<file path="src/rtl/kicker_gate_pattern_generator.sv">
// Purpose: turns a single-cycle kicker gate strobe into a bit-resolution gate pulse, emitted as 8-bit words.
// Latency: strobe sampled at edge N gives the first pulse word on kgdGateBits after edge N+1; words are contiguous.
// Backpressure: none; a strobe arriving while a pulse is being emitted is dropped and counted in overrunCount.
module kicker_gate_pattern_generator #(
  parameter int PULSE_WIDTH_WIDTH = 16
) (
  input  logic                         kgdClk,
  input  logic                         kgdReset,
  input  logic                         kgdGateStrobe,
  input  logic                         cfgStrobe,
  input  logic [2:0]                   cfgOffset,
  input  logic [PULSE_WIDTH_WIDTH-1:0] cfgWidth,
  input  logic                         cfgInvert,
  output logic [7:0]                   kgdGateBits,
  output logic                         busy,
  output logic [7:0]                   overrunCount
);

  typedef enum logic {
    IDLE = 1'b0,
    EMIT = 1'b1
  } state_t;

  state_t state;
  state_t stateNext;

  // Pending configuration, written by the config interface at any time.
  logic [2:0]                   pOffset;
  logic [PULSE_WIDTH_WIDTH-1:0] pWidth;
  logic                         pInvert;

  // Active configuration, frozen while a pulse is in flight.
  logic [2:0]                   aOffset;
  logic [PULSE_WIDTH_WIDTH-1:0] aWidth;
  logic                         aInvert;

  // Pulse progress: bit position of the next rising edge and bits still to emit.
  logic [2:0]                   start;
  logic [PULSE_WIDTH_WIDTH-1:0] remaining;

  logic                         trigger;
  logic                         overrun;
  logic                         lastWord;
  logic [3:0]                   avail;
  logic [3:0]                   nBits;
  logic [PULSE_WIDTH_WIDTH-1:0] nBitsExt;
  logic [8:0]                   onesN;
  logic [7:0]                   wordBits;

  // Bits emitted this word: what fits above start, capped by what is left of the pulse.
  always_comb begin
    avail    = 4'd8 - {1'b0, start};
    nBits    = avail;
    if (remaining < {{(PULSE_WIDTH_WIDTH-4){1'b0}}, avail}) begin
      nBits = remaining[3:0];
    end
    nBitsExt = {{(PULSE_WIDTH_WIDTH-4){1'b0}}, nBits};
    lastWord = (remaining == nBitsExt);
    onesN    = (9'd1 << nBits) - 9'd1;
    wordBits = 8'h00;
    if (state == EMIT) begin
      wordBits = onesN[7:0] << start;
    end
  end

  // Next-state logic: start a pulse from IDLE on a strobe with non-zero width, flag overruns in EMIT.
  always_comb begin
    stateNext = state;
    trigger   = 1'b0;
    overrun   = 1'b0;
    case (state)
      IDLE: begin
        if (kgdGateStrobe && (aWidth != '0)) begin
          trigger   = 1'b1;
          stateNext = EMIT;
        end
      end
      EMIT: begin
        if (kgdGateStrobe) begin
          overrun = 1'b1;
        end
        if (lastWord) begin
          stateNext = IDLE;
        end
      end
      default: stateNext = IDLE;
    endcase
  end

  // State register.
  always_ff @(posedge kgdClk) begin
    if (kgdReset) begin
      state <= IDLE;
    end else begin
      state <= stateNext;
    end
  end

  // Pending configuration capture.
  always_ff @(posedge kgdClk) begin
    if (kgdReset) begin
      pOffset <= '0;
      pWidth  <= '0;
      pInvert <= 1'b0;
    end else if (cfgStrobe) begin
      pOffset <= cfgOffset;
      pWidth  <= cfgWidth;
      pInvert <= cfgInvert;
    end
  end

  // Active configuration follows pending only while idle, and holds across the triggering edge
  // so the pulse and its invert level always come from the same configuration.
  always_ff @(posedge kgdClk) begin
    if (kgdReset) begin
      aOffset <= '0;
      aWidth  <= '0;
      aInvert <= 1'b0;
    end else if ((state == IDLE) && !trigger) begin
      aOffset <= pOffset;
      aWidth  <= pWidth;
      aInvert <= pInvert;
    end
  end

  // Pulse progress: load on trigger, then consume up to one word of bits per cycle.
  always_ff @(posedge kgdClk) begin
    if (kgdReset) begin
      start     <= '0;
      remaining <= '0;
    end else if (trigger) begin
      start     <= aOffset;
      remaining <= aWidth;
    end else if (state == EMIT) begin
      start     <= '0;
      remaining <= remaining - nBitsExt;
    end
  end

  // Registered output word and busy flag for the serializer.
  always_ff @(posedge kgdClk) begin
    if (kgdReset) begin
      kgdGateBits <= 8'h00;
      busy        <= 1'b0;
    end else begin
      kgdGateBits <= wordBits ^ {8{aInvert}};
      busy        <= (state == EMIT);
    end
  end

  // Saturating count of dropped triggers.
  always_ff @(posedge kgdClk) begin
    if (kgdReset) begin
      overrunCount <= 8'h00;
    end else if (overrun && (overrunCount != 8'hFF)) begin
      overrunCount <= overrunCount + 8'd1;
    end
  end

endmodule
</file>
<file path="config.mk">
export PLATFORM = sky130hd
export DESIGN_NAME = kicker_gate_pattern_generator
export DESIGN_NICKNAME = d
export VERILOG_FILES = /design/src/rtl/kicker_gate_pattern_generator.sv
export SDC_FILE = /design/constraint.sdc
export NUM_CORES = 1
export LEC_CHECK = 0
export BUFFER_PORTS_ARGS = -buffer_cell sky130_fd_sc_hd__buf_2
export CORE_ASPECT_RATIO = 1.5
export CORE_MARGIN = 8
export CORE_UTILIZATION = 59
export CTS_CLUSTER_DIAMETER = 200
export CTS_CLUSTER_SIZE = 16
export DETAILED_ROUTE_END_ITERATION = 10
export PLACE_DENSITY_LB_ADDON = 0.25
export SLEW_MARGIN = 20
export SYNTH_ARGS = -nofsm -noshare
export SYNTH_HDL_FRONTEND = slang
export SYNTH_SLANG_ARGS = --single-unit
</file>
<file path="constraint.sdc">
create_clock -name kgdClk -period 4.6 [get_ports kgdClk]
set_input_delay 0.46 -clock kgdClk [delete_from_list [all_inputs] [get_ports kgdClk]]
set_output_delay 0.46 -clock kgdClk [all_outputs]
set_load 0.02 [all_outputs]
</file>
==> summary.md, run 1 <==
| Metric | Value |
|---|---|
| Routed wire length | `10.22 mm` |
| Number of port buffers | `40` |
| Vias | `3742` |
| Iter 0 DRT Violations | `215` |
| Shortest period the worst path allows | `4242 ps` |
| Pre-antenna DRT Iters | `7` |
| Die Ht | `117.4 microns` |
| Hold Crit Start | `cfgOffset[2]` |
| Post-CTS setup buffers | `0` |
| CTS max path bufs | `2` |
| Nets | `566` |
| Crit path launch type | `register` |
| Routed vias/inst | `6.104` |
| Share of the yosys chip area belonging to registers | `38.14%` |
| Crit Path Max Fanout | `15` |
| Fin. max-slew vios | `0` |
| Core ar. | `6759 sq um` |
| Largest net degree at the start of global routing | `77` |
| Pleak | `0.001836 uW` |
| Number of setup violations in the final report | `0` |
| Htree depth | `3` |
| R2R cell count | `18` |
| Area grow syn2layout | `13.41%` |
| Ranking of synthesized cells by area | `dfxtp_1 38%, mux2i_1 7.4%, a21oi_1 5.9%` |
| Yosys top cell by area | `dfxtp_1` |
| GP Congestion | `0.9378` |
| Setup Crit Path Kind | `register to register` |
| Post-Place Cells | `598` |
| Vias in the first global route | `3685` |
| Root buf cell | `clkbuf_8` |
| Die Wd | `83.58 microns` |
| GR Overflow Total | `0` |
| Run status | `finished, final reports clean` |
| Synth unique cells | `64` |
| Worst-Skew Late Latency | `340 ps` |
| Share of cells above drive strength 1 | `16.64%` |
| Worst Slack Setup Final | `357.7 ps` |
| First-pass GRT wire length | `17.22 mm` |
| Syn_area_per_cell | `8.164 sq um` |
| EDFF count, synth | `0` |
| Antenna violations before repair | `0` |
| Flops & latches, synth | `77` |
| Wire per inst | `16.68 microns` |
| Reg clk slew, reported paths | `70 ps` |
| TritonCTS clock tree | `done` |
| Highest clock rate | `235.7 MHz` |
| Pwr dens | `574.0 nW/um^2` |
| Max-cap violation count | `0` |
| Inserted Clock Buffers | `9` |
| Unrepaired setup endpoints after global routing | `no` |
| Setup slack, reg-to-reg | `360 ps` |
| Initial Util | `59.79%` |
| RR Endpoint | `remaining[15]` |
| Hold endpoint | `pOffset[2]` |
| Top cell type's share of synthesized area | `38.14%` |
| Synth warn | `0` |
| Syn Inst Count | `495` |
| Worst-margin pin slew | `731.0 ps` |
| Inserted Diodes | `0` |
| Final non-filler cell total | `613` |
| IO Count | `41` |
| Mapped Nets | `530` |
| Final hold vios | `0` |
| Relative slew margins | `51.27%` |
| CP required | `4790 ps` |
| Main synth FF type | `dfxtp_1` |
| Die ar. | `9809 sq um` |
| Sum Neg Setup Slack | `0 ps` |
| Critical path arrival | `4440 ps` |
| Crit. End Element | `register` |
| Pre-CTS setup slack | `186.7 ps` |
| Gr usage total | `20.59%` |
| Core Rows | `37` |
| R2R Path Start | `start[1]` |
| Tcrit/Tclk final | `92.22%` |
| Hold Path Cell Cnt | `3` |
| Hold crit path type | `input pin to register` |
| Dpl hpwl | `7.471 mm` |
| Clock tree sinks | `77` |
| Clock Skews | `5.186 ps` |
| # DRC | `0` |
| Ys async rst share | `0%` |
| Maximum VDD drop | `330.7 uV` |
| Mapped cell area | `4041 sq um` |
| Detail Route Antenna Nets | `0` |
-- kinds of logic (layout without fill, tap and decap cells) --
logic type	Yosys count	in the layout	synth area share (%)
XOR/XNOR	12	12	2.601
AO/OA/AOI/OAI	122	122	19.54
multiplexers	32	32	7.988
adder cells (fa/ha/maj)	11	11	3.591
buffers and inverters	45	85	4.520
AND/OR/NAND/NOR	196	196	23.62
flip-flops	77	77	38.14
-- state kept, by name, indices dropped and copies added (netlist names) --
| name | flops |
|---|---|
| pWidth | 16 |
| remaining | 16 |
| overrunCount | 8 |
| busy | 1 |
| aWidth | 16 |
| kgdGateBits | 8 |
| pOffset | 3 |
| start | 3 |
| aInvert | 1 |
| aOffset | 3 |
| state | 1 |
| pInvert | 1 |
-- layer usage --
metal | track usage (%) | up-vias | part of all wire, %
li1 | - | 1849 | -
met1 | 21.86 | 1743 | 40
met2 | 36.13 | 120 | 52
met3 | 4.017 | 30 | 4.1
met4 | 12.58 | 0 | 4.1
met5 | 0 | - | 0
-- synthesized netlist by cell type, types with 2 or more instances --
cell and count:
a211o_1 2, a211oi_1 10, a21o_1 2, a21oi_1 48, a222oi_1 3, a22oi_1 3
a311oi_1 4, a31oi_1 2, a32oi_1 2, and3_1 4, buf_2 2, clkbuf_1 28
dfxtp_1 77, ha_1 10, inv_1 11, mux2i_1 30, nand2_1 59, nand2b_1 3
nand3_1 11, nand4_1 7, nand4b_1 2, nor2_1 61, nor2b_1 5, nor3_1 13
nor3_2 4, nor4_1 10, o211ai_1 5, o21a_1 2, o21ai_0 16, o21ai_1 3
o21bai_1 3, o311ai_0 2, o41ai_1 2, or2_2 3, or3_1 7, xnor2_1 5
xor2_1 7
-- worst max-delay path, cell delays in order, from the launching register on --
cell,delay (ps)
dfxtp_1,310
buf_4,180
or3_1,420
ha_1,360
a211oi_2,310
o21a_1,200
buf_4,170
nand2_1,150
nor2_1,140
a21o_1,130
inv_1,50
ha_1,280
nor2b_1,140
o21a_1,180
o21ai_0,260
nand4b_1,270
nor2_1,280
and4_1,230
nor4_1,40
-- where the power goes --
part	switching (uW)	internal (uW)
Combinational	760	456
Sequential	92.8	761
Clock	227	333
Total	1080	1550
-- area by class of cell --
cell class                 count  area (sq um)
clock inverter                 3         68.82
fill                         599          2176
inverter                      12         45.04
multi-input combinational    373          2340
tap                           78         97.59
clock buffer                  12         155.1
timing repair buffer          58         335.3
sequential                    77          1541
-- worst max-delay path by stage --
stage               startpoint             to  slack, ps  cells after the start
floorplan             start[1]  remaining[14]        340                     20
finish                start[1]  remaining[15]        360                     18
detailed placement    start[1]  remaining[14]        190                     17
global placement      start[1]  remaining[14]        370                     16
CTS                   start[1]  remaining[14]        130                     17
global route          start[1]  remaining[14]        0.4                     17
-- repair_timing --
| action | 4_1_cts | 5_1_grt |
|---|---|---|
| setup endpoints to repair | 0 | 3 |
| hold buffers | 0 | 0 |
| endpoints found under the hold margin | 0 | 0 |
| gates resized for setup | 0 | 6 |
-- metrics by stage --
stage | hold slack, ps | cell area (sq um) | util, % | power (uW)
floorplan | 431.2 | 4041 | - | 1728
global placement | 440.1 | 4337 | 64.16 | 2015
detailed placement | 444.0 | 4337 | 64.16 | 2030
CTS | 334.1 | 4561 | 67.48 | 2601
global route | 333.1 | 4583 | 67.81 | 2802
finish | 352.0 | 4583 | 67.81 | 2631
-- cells in the final DEF, fill, tap and decap left out, drive strengths merged, types with 3 or more instances in the layout --
| cell type | netlist | layout |
|---|---|---|
| o211ai | 5 | 5 |
| nand4 | 7 | 7 |
| a211oi | 10 | 10 |
| a22oi | 3 | 3 |
| nand3 | 11 | 11 |
| or3 | 7 | 7 |
| or2 | 3 | 3 |
| o41ai | 3 | 3 |
| o21ai | 20 | 20 |
| o311ai | 3 | 3 |
| a311oi | 4 | 4 |
| and3 | 4 | 4 |
| inv | 11 | 11 |
| nor2 | 62 | 62 |
| nor3 | 17 | 17 |
| xor2 | 7 | 7 |
| nor4 | 12 | 12 |
| ha | 10 | 10 |
| dfxtp | 77 | 77 |
| nor2b | 5 | 5 |
| mux2i | 30 | 30 |
| a222oi | 3 | 3 |
| buf | 5 | 58 |
| o21bai | 3 | 3 |
| nand2b | 3 | 3 |
| clkbuf | 28 | 12 |
| xnor2 | 5 | 5 |
| nand2 | 59 | 59 |
| a21oi | 48 | 48 |
(Power assumes the default switching activity.)
==> inputs of run 2 (changes only) <==
ABC_AREA = 1   (was default)
==> run 2 against run 1 <==
Maximum frequency decreased by 0.17%. Core utilization decreased by 0.35 points. Highest routed layer unchanged. First-iteration DRC count decreased by 7.9%. Synthesized area decreased by 2.4%. Synthesized cell count increased by 13%.
==> summary.md, run 2 <==
| Metric | Value |
|---|---|
| Run status | `finished, final reports clean` |
| Number of setup violations in the final report | `0 (unchanged)` |
| Fin. max-slew vios | `0 (unchanged)` |
| Sum Neg Setup Slack | `0 ps (unchanged)` |
| Hold Path Cell Cnt | `3 (unchanged)` |
| Inserted Clock Buffers | `9 (unchanged)` |
| Crit Path Max Fanout | `10 (-5)` |
| Flops & latches, synth | `77 (unchanged)` |
| Hold crit path type | `input pin to register` |
| Clock Skews | `5.892 ps (+0.7064 ps)` |
| Number of port buffers | `40 (unchanged)` |
| TritonCTS clock tree | `done` |
| Highest clock rate | `235.3 MHz (-0.17%)` |
| Final instance area | `4375 sq um (-4.5%)` |
| Mapped cell area | `3943 sq um (-2.4%)` |
| Hold Crit Start | `cfgWidth[11]` |
| Core ar. | `6486 sq um (-4.0%)` |
| Top cell type's share of synthesized area | `39.10% (+0.96 points)` |
| Shortest period the worst path allows | `4249 ps (+7.076 ps)` |
| Pre-antenna DRT Iters | `4 (-3)` |
| Gr usage total | `19.89% (-0.70 points)` |
| Commonest cells after routing, fill and taps aside | `106 x nor2_1, 91 x nand2_1, 76 x dfxtp_1, 65 x o21ai_0, 44 x inv_1` |
| Placed cell area | `4161 sq um (-4.0%)` |
| Initial Util | `60.78% (+0.99 points)` |
| Wire per inst | `13.46 microns (-19%)` |
| Antenna violations before repair | `0 (unchanged)` |
| Pwr dens | `474.2 nW/um^2 (-17%)` |
| Die Wd | `82.75 microns (-0.99%)` |
| Dpl hpwl | `6.703 mm (-10%)` |
| Mapped Nets | `592 (+12%)` |
| Relative slew margins | `50.56% (-0.71 points)` |
| CTS max path bufs | `2 (unchanged)` |
| Final core occ | `67.46% (-0.35 points)` |
| Largest net degree at the start of global routing | `57 (-26%)` |
| R2R Path Start | `start[1]` |
| Die Ht | `116.1 microns (-1.1%)` |
| Main synth FF type | `dfxtp_1` |
| Ys async rst share | `0% (unchanged)` |
| IO Count | `41 (unchanged)` |
| GP Congestion | `0.8730 (-6.9%)` |
| Top cells by count, synth | `106 x nor2_1, 91 x nand2_1, 77 x dfxtp_1, 65 x o21ai_0, 44 x inv_1` |
| Max-cap violation count | `0 (unchanged)` |
| Area grow syn2layout | `10.98%` |
| EDFF count, synth | `0 (unchanged)` |
| Unrepaired setup endpoints after global routing | `no` |
| Setup Crit Path Kind | `register to register` |
| # DRC | `0 (unchanged)` |
| Crit path launch type | `register` |
| Pleak | `0.001997 uW (+8.8%)` |
| Share of cells above drive strength 1 | `16.78% (+0.14 points)` |
| Clock tree sinks | `77 (unchanged)` |
| Syn_area_per_cell | `7.078 sq um (-13%)` |
| Crit. End Element | `register` |
| Critical path arrival | `4540 ps (+100 ps)` |
| Worst-Skew Late Latency | `360 ps (+20 ps)` |
| First-pass GRT wire length | `15.22 mm (-12%)` |
| Routed vias/inst | `5.429 (-11%)` |
| Worst-margin pin slew | `738.9 ps (+7.898 ps)` |
| Register Area | `1543 sq um (about the same)` |
| Detail Route Antenna Nets | `0 (unchanged)` |
| Tcrit/Tclk final | `92.38% (+0.15 points)` |
| Reg clk slew, reported paths | `80 ps (about the same)` |
| Vias | `3616 (-3.4%)` |
| Iter 0 DRT Violations | `198 (-7.9%)` |
| Multi-input combinational cell area | `2118 sq um (-9.5%)` |
| Top Registers | `aWidth: 16 flops, pWidth: 16 flops, remaining: 16 flops` |
| Syn Inst Count | `557 (+13%)` |
| Layout fillers | `595 (-0.67%)` |
| Root buf cell | `clkbuf_8` |
| Nets | `621 (+9.7%)` |
| Die ar. | `9608 sq um (-2.0%)` |
| RR Endpoint | `remaining[13]` |
| Leading cell type in the layout, fill and taps excluded | `nor2_1` |
| Vias in the first global route | `3650 (-0.95%)` |
| Post-CTS Hold Fix Bufs | `0 (unchanged)` |
| R2R cell count | `25 (+7)` |
| Core Rows | `36 (-2.7%)` |
| CP required | `4890 ps (+100 ps)` |
| Setup slack, reg-to-reg | `350 ps (about the same)` |
| Final non-filler cell total | `666 (+8.6%)` |
| GR Overflow Total | `0 (unchanged)` |
| Maximum VDD drop | `330.3 uV (-0.12%)` |
| Synth unique cells | `44 (-31%)` |
| Post-Place Cells | `651 (+8.9%)` |
| Inserted Diodes | `0 (unchanged)` |
| Final hold vios | `0 (unchanged)` |
| Hold endpoint | `pWidth[11]` |
| Synth warn | `0 (unchanged)` |
| Routed wire length | `8.962 mm (-12%)` |
| Ranking of synthesized cells by area | `dfxtp_1 39%, nor2_1 10%, nand2_1 8.7%` |
| Count leader, synth | `nor2_1` |
| Htree depth | `3 (unchanged)` |
| Yosys top cell by area | `dfxtp_1` |
| Share of the yosys chip area belonging to registers | `39.10% (+0.96 points)` |
==> run 2: cell types whose count changed in the layout (fill, tap and decap cells not counted), moves of 8 or more <==
| cell | previous run | this run |
|---|---|---|
| nand3_1 | 11 | 21 |
| nand2_1 | 59 | 91 |
| mux2i_1 | 30 | 0 |
| nand2_2 | 0 | 10 |
| nor2_1 | 61 | 106 |
| a211oi_1 | 9 | 1 |
| a21oi_1 | 48 | 28 |
| buf_4 | 18 | 3 |
| o21ai_0 | 14 | 65 |
| inv_1 | 11 | 44 |
| nor3_1 | 13 | 2 |
==> run 2: cells by family (layout without fill, tap and decap cells) <==
| kind of cell | count (synthesis) | after routing | synth area share [%] |
|---|---|---|---|
| DFF | 77 | 77 | 39.10 |
| adders and majority gates | 11 | 11 | 3.681 |
| xor gates and xnor gates | 6 | 6 | 1.333 |
| AOI/OAI and AO/OA | 118 | 118 | 16.60 |
| buffers and inverters | 74 | 107 | 7.173 |
| and+or+nand+nor | 271 | 271 | 32.12 |
==> run 2: report_power, final <==
group / internal, uW / total (uW) / switching [uW]
clock network: 292 / 529 / 237
logic: 260 / 732 / 472
registers: 745 / 814 / 69.6
==> run 2: layout make-up <==
type,instances,area share (%)
clock buffer,12,3.775
timing repair buffer,43,5.090
multi-input combinational,406,48.41
inverter,49,4.289
sequential,77,35.26
tap,76,2.173
clock inverter,3,1.001
==> run 2: what timing repair did <==
item / CTS / global route
gates resized for setup: 0 / 2
endpoints found under the setup margin: 0 / 2
buffers inserted: 0 / 0
==> run 2: critical path, cell delays in order (launching register included) <==
cell and delay (ps):
dfxtp_1 480, clkinvlp_4 250, ha_1 260, xnor2_1 200, inv_1 110, ha_1 190, nand2_1 60, nand2_1 70
nor2_4 210, nand3_4 130, nand2_1 70, nand2_1 100, ha_1 360, a21oi_1 160, o21ai_1 130, a21boi_2 170
inv_1 80, nor3_2 140, nand2_1 110, nor2_1 110, nand2_1 80, nor2_1 180, nand2_1 130, xnor2_1 180
nand2_1 70, a21oi_1 130
==> run 2: per-stage QoR <==
stage | setup slack, ps | total power (uW) | hold WS, ps
final | 350.6 | 2075 | 322.0
after detailed placement | 432.3 | 1552 | 465.1
after global placement | 660.5 | 1525 | 456.9
after CTS | 365.7 | 2077 | 316.9
after floorplan | 842.5 | 1398 | 444.3
after global routing | 2.699 | 2214 | 310.0
==> run 2: worst max path at each step <==
stage / slack (ps) / startpoint / end
3_5_place_dp: 430 / start[1] / remaining[15]
2_1_floorplan: 840 / start[0] / remaining[15]
4_1_cts: 370 / start[1] / remaining[13]
5_1_grt: 3 / start[1] / remaining[13]
6_report: 350 / start[1] / remaining[13]
3_3_place_gp: 660 / start[0] / remaining[15]
==> run 2: layer usage <==
metal	GRT usage, %	up-vias	part of all wire [%]
li1	-	1895	-
met2	35.54	77	53
met3	4.931	17	3.8
met5	0	-	0
met1	21.03	1627	41
met4	8.671	0	2.1
